**src/rtl/cavlc_pkg.sv**
```systemverilog
`timescale 1ns/1ps
`default_nettype none
// ============================================================================
// Module      : cavlc_pkg
// Description : Shared types, constants and helpers for the CAVLC block
//               statistics engine.
// Revision    : 1.0 - initial release
// ============================================================================
package cavlc_pkg;

  // Legal coefficient counts per residual block
  localparam int MAX_COEFF_CHROMA_DC = 4;
  localparam int MAX_COEFF_AC        = 15;
  localparam int MAX_COEFF_FULL      = 16;

  // Widest count any legal block needs (0..16)
  localparam int STATS_CNT_W = $clog2(MAX_COEFF_FULL + 1);

  // Per-block statistics held in the output register
  typedef struct packed {
    logic [STATS_CNT_W-1:0] total_coeff;
    logic [1:0]             trailing_ones;
    logic [2:0]             t1_signs;
    logic [STATS_CNT_W-1:0] total_zeros;
    logic                   len_err;
  } cavlc_stats_t;

  // True when the (sign-extended) coefficient is +1 or -1
  function automatic logic abs_is_one(input logic signed [31:0] coeff);
    return (coeff == 32'sd1) || (coeff == -32'sd1);
  endfunction

endpackage
`default_nettype wire

```
**src/rtl/cavlc_t1_tracker.sv**
```systemverilog
`timescale 1ns/1ps
`default_nettype none
// ============================================================================
// Module      : cavlc_t1_tracker
// Description : Tracks the TrailingOnes run of a block: the open flag, the
//               count (0..3) and the captured sign bits. The next-state
//               values are exported so the terminating beat can be folded
//               into the captured stats in the same cycle.
// Revision    : 1.0 - initial release
// ============================================================================
module cavlc_t1_tracker (
  input  logic       clk,
  input  logic       rst,
  input  logic       clear,
  input  logic       nz_beat,
  input  logic       is_one,
  input  logic       neg,
  output logic [1:0] t1_count_next,
  output logic [2:0] t1_signs_next
);

  logic       t1_open;
  logic       t1_open_next;
  logic [1:0] t1_count;
  logic [2:0] t1_signs;

  // Next state: a +/-1 extends the run while open, anything larger closes it
  always_comb begin
    t1_open_next  = t1_open;
    t1_count_next = t1_count;
    t1_signs_next = t1_signs;
    if (nz_beat) begin
      if (!is_one) begin
        t1_open_next = 1'b0;
      end else if (t1_open && (t1_count != 2'd3)) begin
        t1_count_next           = t1_count + 2'd1;
        t1_signs_next[t1_count] = neg;
      end
    end
  end

  // State register; clear reopens tracking for the next block
  always_ff @(posedge clk or posedge rst) begin
    if (rst) begin
      t1_open  <= 1'b1;
      t1_count <= 2'd0;
      t1_signs <= 3'd0;
    end else if (clear) begin
      t1_open  <= 1'b1;
      t1_count <= 2'd0;
      t1_signs <= 3'd0;
    end else begin
      t1_open  <= t1_open_next;
      t1_count <= t1_count_next;
      t1_signs <= t1_signs_next;
    end
  end

endmodule
`default_nettype wire

```
**src/rtl/cavlc_block_stats.sv**
```systemverilog
`timescale 1ns/1ps
`default_nettype none
// ============================================================================
// Module      : cavlc_block_stats
// Description : Streaming per-block CAVLC statistics. Consumes one residual
//               block in reverse zig-zag order and emits TotalCoeff,
//               TrailingOnes (+signs), TotalZeros and a length-error flag.
//               Optional run_before stream enabled by CAVLC_RUN_BEFORE_EN.
// Revision    : 1.0 - initial release
// ============================================================================
module cavlc_block_stats
  import cavlc_pkg::*;
#(
  parameter int COEFF_W   = 16,
  parameter int MAX_COEFF = 16,
  parameter int CNT_W     = $clog2(MAX_COEFF + 1)
) (
  input  logic                      clk,
  input  logic                      rst,
  input  logic                      blk_abort,
  input  logic                      in_valid,
  output logic                      in_ready,
  input  logic signed [COEFF_W-1:0] in_coeff,
  input  logic                      in_last,
  output logic                      out_valid,
  input  logic                      out_ready,
  output logic [CNT_W-1:0]          total_coeff,
  output logic [1:0]                trailing_ones,
  output logic [2:0]                t1_signs,
  output logic [CNT_W-1:0]          total_zeros,
  output logic                      len_err
`ifdef CAVLC_RUN_BEFORE_EN
 ,output logic                      run_valid,
  output logic [CNT_W-1:0]          run_value
`endif
);

  localparam logic [STATS_CNT_W-1:0] LAST_IDX = STATS_CNT_W'(MAX_COEFF - 1);

  logic                   accept;
  logic                   is_nz;
  logic                   is_one;
  logic                   nz_beat;
  logic                   at_last_idx;
  logic                   term;
  logic                   clear;
  logic                   seen_nz;
  logic [STATS_CNT_W-1:0] beat_idx;
  logic [STATS_CNT_W-1:0] coeff_cnt;
  logic [STATS_CNT_W-1:0] zero_cnt;
  logic [1:0]             t1_count_next;
  logic [2:0]             t1_signs_next;
  cavlc_stats_t           stats_next;
  cavlc_stats_t           stats;

  // Only a pending, unaccepted result stalls the input
  assign in_ready    = !(out_valid && !out_ready);
  assign accept      = in_valid && in_ready && !blk_abort;
  assign is_nz       = (in_coeff != '0);
  assign is_one      = abs_is_one(32'(in_coeff));
  assign nz_beat     = accept && is_nz;
  assign at_last_idx = (beat_idx == LAST_IDX);
  // A block ends on in_last or when the final index arrives without it
  assign term        = accept && (in_last || at_last_idx);
  assign clear       = blk_abort || term;

  cavlc_t1_tracker u_t1 (
    .clk           (clk),
    .rst           (rst),
    .clear         (clear),
    .nz_beat       (nz_beat),
    .is_one        (is_one),
    .neg           (in_coeff[COEFF_W-1]),
    .t1_count_next (t1_count_next),
    .t1_signs_next (t1_signs_next)
  );

  // Stats including the current beat; captured directly on termination
  always_comb begin
    stats_next.total_coeff   = coeff_cnt + STATS_CNT_W'(is_nz);
    stats_next.total_zeros   = zero_cnt + STATS_CNT_W'(!is_nz && seen_nz);
    stats_next.trailing_ones = t1_count_next;
    stats_next.t1_signs      = t1_signs_next;
    stats_next.len_err       = in_last ^ at_last_idx;
  end

  // Working counters for the block in progress
  always_ff @(posedge clk or posedge rst) begin
    if (rst) begin
      beat_idx  <= '0;
      seen_nz   <= 1'b0;
      coeff_cnt <= '0;
      zero_cnt  <= '0;
    end else if (clear) begin
      beat_idx  <= '0;
      seen_nz   <= 1'b0;
      coeff_cnt <= '0;
      zero_cnt  <= '0;
    end else if (accept) begin
      beat_idx  <= beat_idx + 1'b1;
      seen_nz   <= seen_nz || is_nz;
      coeff_cnt <= stats_next.total_coeff;
      zero_cnt  <= stats_next.total_zeros;
    end
  end

  // Output register; a new termination reloads even while being consumed
  always_ff @(posedge clk or posedge rst) begin
    if (rst) begin
      stats     <= '0;
      out_valid <= 1'b0;
    end else if (term) begin
      stats     <= stats_next;
      out_valid <= 1'b1;
    end else if (out_ready) begin
      out_valid <= 1'b0;
    end
  end

  assign total_coeff   = stats.total_coeff[CNT_W-1:0];
  assign trailing_ones = stats.trailing_ones;
  assign t1_signs      = stats.t1_signs;
  assign total_zeros   = stats.total_zeros[CNT_W-1:0];
  assign len_err       = stats.len_err;

`ifdef CAVLC_RUN_BEFORE_EN
  logic                   run_a_valid;
  logic                   run_b_valid;
  logic [STATS_CNT_W-1:0] run_b_value;
  logic [STATS_CNT_W-1:0] run_cnt;
  logic                   pend_valid;
  logic [STATS_CNT_W-1:0] pend_value;
  logic                   run_valid_r;
  logic [STATS_CNT_W-1:0] run_value_r;

  // Run ending at a nonzero that follows an earlier nonzero
  assign run_a_valid = nz_beat && seen_nz;
  // Final run of the block: zeros trailing the last nonzero
  assign run_b_valid = term && (seen_nz || is_nz);
  assign run_b_value = is_nz ? '0 : (run_cnt + 1'b1);

  // Zero counter since the latest nonzero, plus a one-slot holding register
  // for the case where a nonzero terminating beat yields two runs at once
  always_ff @(posedge clk or posedge rst) begin
    if (rst) begin
      run_cnt     <= '0;
      pend_valid  <= 1'b0;
      pend_value  <= '0;
      run_valid_r <= 1'b0;
      run_value_r <= '0;
    end else begin
      if (clear) begin
        run_cnt <= '0;
      end else if (accept) begin
        if (is_nz) begin
          run_cnt <= '0;
        end else if (seen_nz) begin
          run_cnt <= run_cnt + 1'b1;
        end
      end
      if (pend_valid) begin
        run_valid_r <= 1'b1;
        run_value_r <= pend_value;
        pend_valid  <= run_a_valid || run_b_valid;
        pend_value  <= run_a_valid ? run_cnt : run_b_value;
      end else begin
        run_valid_r <= run_a_valid || run_b_valid;
        run_value_r <= run_a_valid ? run_cnt : run_b_value;
        pend_valid  <= run_a_valid && run_b_valid;
        pend_value  <= run_b_value;
      end
    end
  end

  assign run_valid = run_valid_r;
  assign run_value = run_value_r[CNT_W-1:0];
`endif

endmodule
`default_nettype wire

```
**config.mk**
```make
export PLATFORM = sky130hd
export DESIGN_NAME = cavlc_block_stats
export DESIGN_NICKNAME = d
export VERILOG_FILES = /design/src/rtl/cavlc_pkg.sv /design/src/rtl/cavlc_t1_tracker.sv /design/src/rtl/cavlc_block_stats.sv
export SDC_FILE = /design/constraint.sdc
export NUM_CORES = 1
export LEC_CHECK = 0
export CORE_MARGIN = 3
export CORE_UTILIZATION = 31
export DETAILED_ROUTE_END_ITERATION = 16
export DONT_BUFFER_PORTS = 1
export SLEW_MARGIN = 20
export SYNTH_ARGS = -nofsm -noshare
export SYNTH_HDL_FRONTEND = slang
export SYNTH_SLANG_ARGS = --single-unit
```
**constraint.sdc**
```tcl
create_clock -name clk -period 2.8 [get_ports clk]
set_clock_uncertainty 0.2 [all_clocks]
set_input_delay 0.42 -clock clk [delete_from_list [all_inputs] [get_ports clk]]
set_output_delay 0.42 -clock clk [all_outputs]
set_load 0.01 [all_outputs]
```
==> results of run 1 <==
==> flip-flops by register name, indices dropped and copies added (netlist names), 3 cells and up <==
register       count
beat_idx           5
coeff_cnt          5
t1_signs           3
total_coeff        5
total_zeros        5
u_t1.t1_signs      3
zero_cnt           5
==> cell families (layout without fill, tap and decap cells) <==
logic type	Yosys count	in the layout	share of synthesized area, %
AND/OR/NAND/NOR	82	82	21.1
XOR/XNOR	10	10	4.50
adder cells (fa/ha/maj)	11	11	7.06
AO/OA/AOI/OAI	35	35	11.9
flip-flops	39	39	50.2
multiplexers	4	4	2.06
buffers and inverters	14	23	3.21
==> power by group <==
part	internal, mW	switching [mW]	total (mW)
registers	0.577	0.0135	0.590
logic	0.0242	0.0488	0.0730
clock network	0.165	0.188	0.353
==> worst max path at each step <==
| stage | from | end |
|---|---|---|
| detailed placement | in_coeff[14] | zero_cnt[4] |
| floorplan | in_coeff[11] | zero_cnt[4] |
| finish | beat_idx[0] | u_t1.t1_signs[0] |
| global placement | in_coeff[14] | zero_cnt[4] |
| global route | beat_idx[0] | u_t1.t1_signs[0] |
| CTS | beat_idx[0] | t1_signs[2] |
==> layer usage <==
layer  part of all wire (%)  GRT usage (%)  vias up
met4                    1.1           4.32        0
li1                       -              -      701
met5                      0              0        -
met2                     47           17.9       18
met1                     47           15.5      680
met3                    4.5           4.66        4
==> worst max-delay path: stages, from the launching register on <==
cell and delay, ns:
dfrtp_1 0.41, ha_1 0.22, and3_1 0.19, ha_1 0.17, inv_1 0.05, ha_1 0.21
inv_1 0.09, a31oi_1 0.41, nand2_1 0.18, mux2i_1 0.16
==> cells in the mapped netlist <==
cell / number
and3_1: 1
o211ai_1: 1
clkbuf_1: 5
nor2_1: 7
a21o_1: 2
o22ai_1: 1
and2_2: 1
o21ai_0: 13
a311o_1: 2
xor2_1: 7
nand4_1: 9
clkbuf_8: 1
o21bai_1: 1
o22ai_4: 1
nand2_1: 36
mux2i_1: 4
nor3_1: 3
xnor2_1: 3
a22o_1: 5
nand3_1: 7
nor4_1: 3
a31oi_1: 1
o21ai_1: 2
dfstp_2: 1
or4_4: 1
nand2b_1: 1
and2_1: 2
nand2_2: 2
and2b_2: 2
ha_1: 11
or2_2: 1
inv_1: 8
dfrtp_1: 38
a21oi_1: 6
and4_2: 2
or3_1: 4
==> layout make-up <==
type,instances,area (um^2),share of cell area [%]
Clock buffer,5,68.8,3.19
Tap cell,75,93.8,4.35
Timing Repair Buffer,9,70.1,3.25
Clock inverter,1,7.51,0.348
Inverter,8,30.0,1.39
Sequential cell,39,977,45.3
Multi-Input combinational cell,142,908,42.1
==> stage by stage <==
step / util, % / total power, mW
floorplan: - / 0.651
global placement: 34.5 / 0.674
detailed placement: 34.5 / 0.675
CTS: 36.0 / 1.03
global route: 36.0 / 1.07
finish: 36.0 / 1.02
==> results.tsv, run 1 <==
metric	value	unit
drive_gt1_share	12.3	%
htree_levels	2	
grt_remaining_overflow	0	
dp_slack	0.167	ns
r2r-start	beat_idx[0]	
min_path_cells	2	
syn_avg_cell_area	9.99	um^2
seq_area_frac_synth	50.2	%
reg2reg_depth	9	
ctsResizeCount	0	
clk_path_buf_depth	2	
insertedDiodeCount	0	
drtIter0Drc	75	
holdCritPathClass	input pin to flip-flop	
track_usage	11.9	%
synth_nets	228	
tritoncts	yes	
ir_drop	168	uV
power_density	471	nW/um^2
fin_hold_ws	0.127	ns
slew_headroom	67.2	%
hold_start	in_coeff[15]	
synth_cells	195	
syn2layout_area_growth	10.7	%
numCtsBuffers	5	
drv_slew	0	
cts_setup_buffers	0	
yosysWarnings	0	
critical_path_class	flip-flop to flip-flop	
clock.fmax	422	MHz
cts_hold_buf	1	
endpoint_kind	flip-flop	
cts.clk_slew.worst_paths	0.07	ns
cts_root_buffer	clkbuf_8	
r2r_setup_slack	0.43	ns
ios	40	
finalHoldViolCount	0	
layout_common_cells	dfrtp_1 (38), nand2_1 (36), o21ai_0 (13)	
fillers	595	
status	finished clean	
dp_hpwl	2.94	mm
cap_viol_max_count	0	
rsz0062_at_grt	no	
placed_area	2070	um^2
core	5990	um^2
ys_types	36	
cellLeakagePower	0.968	nW
finalCritPeriodShare	84.6	%
arrival	2.38	ns
start_kind	flip-flop	
setup_slack	0.431	ns
worst_slew_pin_slew	0.492	ns
syn-cell-area	1950	um^2
final_area	2160	um^2
required	2.81	ns
vias	1403	
drc_errors	0	
dieArea	7270	um^2
wirelength	4.03	mm
portBuffers	0	
cts_sinks	39	
min_to	t1_signs[0]	
vias_per_cell	5.03	
dp.cells	272	
grt_pass1_wl	6.78	mm
start_util	32.5	%
gp_congestion	0.746	
yosys.area.top_type	dfrtp_1	
clk_latency	0.28	ns
crit_fanout	4	
yosys.area.top_type_share	48.8	%
synth_seq_cells	39	
final_common_cell	dfrtp_1	
grt_pass1_vias	1395	
final_cells	279	
finalSetupTns	0	ns
dr.pass1.iters	4	
std_cell_rows	28	
finalNetCount	238	
timing.rr.end	u_t1.t1_signs[0]	
period_needed	2.37	ns
grt_max_degree	40	
die_w	85.3	um
antenna_left	0	
die_h	85.3	um
synth_area_leaders	dfrtp_1 (49%), ha_1 (7.1%), nand2_1 (6.9%), o21ai_0 (3.3%), xor2_1 (3.1%)	
antenna_found_initial	0	
routedWlPerCell	14.4	um
setup_violations	0	
(Power assumes the default switching activity.)
==> inputs of run 2 (changes only) <==
==> constraint.sdc (replaced) <==
create_clock -name clk -period 2.3 [get_ports clk]
set_clock_uncertainty 0.2 [all_clocks]
set_input_delay 0.345 -clock clk [delete_from_list [all_inputs] [get_ports clk]]
set_output_delay 0.345 -clock clk [all_outputs]
set_load 0.01 [all_outputs]
==> results.tsv, run 2 (synthesized netlist as in run 1, its figures left out) <==
metric	value	unit	change
reg2reg_depth	8		-1
cts.clk_slew.worst_paths	0.07	ns	about the same
netSwitchingPower	0.320	mW	+28%
clk_latency	0.29	ns	about the same
routedWlPerCell	14.2	um	-1.5%
gp_congestion	0.806		+8.0%
insertedDiodeCount	0		unchanged
tritoncts	yes		
critical_path_class	flip-flop to flip-flop		
setup_slack	0.131	ns	-0.299 ns
p_clk_share	42.0	%	+7.3 points
finalHoldViolCount	0		unchanged
intPower	1.09	mW	+42%
antenna_found_initial	0		unchanged
grt_pass1_vias	1501		+7.6%
grt_remaining_overflow	0		unchanged
dieArea	7270	um^2	unchanged
setup_violations	0		unchanged
start_util	32.5	%	unchanged
ir_drop	342	uV	+100%
crit_fanout	4		unchanged
die_w	85.3	um	unchanged
dp_slack	-0.0159	ns	-0.183 ns
layout_common_cells	dfrtp_1 (38), nand2_1 (36), buf_4 (14)		
dr.pass1.iters	4		unchanged
std_cell_rows	28		unchanged
crit_path_start	beat_idx[0]		
cp_top_family	adder cells		
ios	40		unchanged
crit_path_max_incr_delay	0.42	ns	about the same
slowest_stage	dfrtp_1		
cp-endpoint	t1_signs[2]		
track_usage	12.3	%	+0.44 points
finalNetCount	244		+2.5%
clk_path_buf_depth	2		unchanged
vias_per_cell	5.01		-0.43%
grt_max_degree	40		unchanged
clock.fmax	461	MHz	+9.3%
cap_viol_max_count	0		unchanged
syn2layout_area_growth	19.1	%	
rsz0062_at_grt	no		
r2r_setup_slack	0.13	ns	-0.30 ns
required	2.28	ns	-0.53 ns
final_cells	287		+2.9%
vias	1437		+2.4%
antenna_left	0		unchanged
cts_root_buffer	clkbuf_8		
slew_headroom	68.2	%	+0.98 points
r2r-start	beat_idx[0]		
power_density	608	nW/um^2	+29%
numCtsBuffers	5		unchanged
core	5990	um^2	unchanged
period_needed	2.17	ns	-0.201 ns
endpoint_kind	flip-flop		
grt_pass1_wl	7.20	mm	+6.3%
htree_levels	2		unchanged
worstPathCellList	ha_1 -> and3_1 -> ha_1 -> inv_1 -> ha_4 -> nor3_2 -> and4_2 -> a311o_1		
die_h	85.3	um	unchanged
drv_slew	0		unchanged
p_sw_share	22.7	%	-1.9 points
drtIter0Drc	59		-21%
start_kind	flip-flop		
finalCritPeriodShare	94.3	%	+9.7 points
path_depth	8		-1
power	1.41	mW	+39%
drive_gt1_share	21.2	%	+9.0 points
final_common_cell	dfrtp_1		
cp_common_cell	ha_1		
cts_sinks	39		unchanged
post-route-util	38.7	%	+2.8 points
dp.cells	277		+1.8%
dp_hpwl	3.01	mm	+2.2%
min_path_cells	2		unchanged
critical_path_buf_inv_count	1		-1
drc_errors	0		unchanged
worst_slew_pin_slew	0.477	ns	-0.0146 ns
portBuffers	0		unchanged
wirelength	4.08	mm	+1.3%
status	finished clean		
arrival	2.14	ns	-0.24 ns
power_frac_seq	51.0	%	-7.1 points
timing.rr.end	t1_signs[2]		
cellLeakagePower	1.02	nW	+5.6%
fin_hold_ws	0.0306	ns	-0.0961 ns
holdCritPathClass	input pin to flip-flop		
power_frac_comb	7.0	%	-0.2 points
-- run 2: power groups by stage --
stage,Clock [mW],Combinational [mW],Sequential (mW)
global placement,0,0.0913,0.733
detailed placement,0,0.0926,0.733
CTS,0.616,0.0939,0.720
finish,0.592,0.0989,0.719
floorplan,0,0.0640,0.729
global route,0.649,0.112,0.722
-- run 2: layer usage --
metal  GRT usage [%]  wire, um  vias up
met5               0         0        -
met4            5.04        50        0
met3            3.88       205        6
met2            18.8      1940       29
met1            16.3      1890      693
li1                -         -      709
-- run 2: worst min path at each step --
stage	slack (ns)	end	startpoint
after global placement	0.19	t1_signs[0]	rst
after global routing	0.05	t1_signs[0]	in_coeff[15]
after detailed placement	0.20	t1_signs[1]	rst
final	0.03	t1_signs[0]	in_coeff[15]
after CTS	0.02	t1_signs[0]	in_coeff[15]
after floorplan	0.26	seen_nz	seen_nz
-- run 2: layout make-up --
cell class              instances  area, um^2
fillers                       584        3670
multi-input cells             142         987
flip-flops and latches         39         977
repair buffers                 15         115
well taps                      75        93.8
clock buffers                   6        82.6
clock inverters                 2        35.0
inverters                       8        30.0
-- run 2: through the flow --
stage | setup TNS [ns] | instance area, um^2
global route | 0 | 2320
CTS | 0 | 2280
floorplan | 0 | 1990
detailed placement | -0.0159 | 2150
finish | 0 | 2320
global placement | 0 | 2150
-- run 2: repair_timing --
action,4_1_cts,5_1_grt
endpoints found under the hold margin,38,0
hold buffers,1,0
buffers inserted,0,1
setup endpoints to repair,0,21
resized for setup,0,7
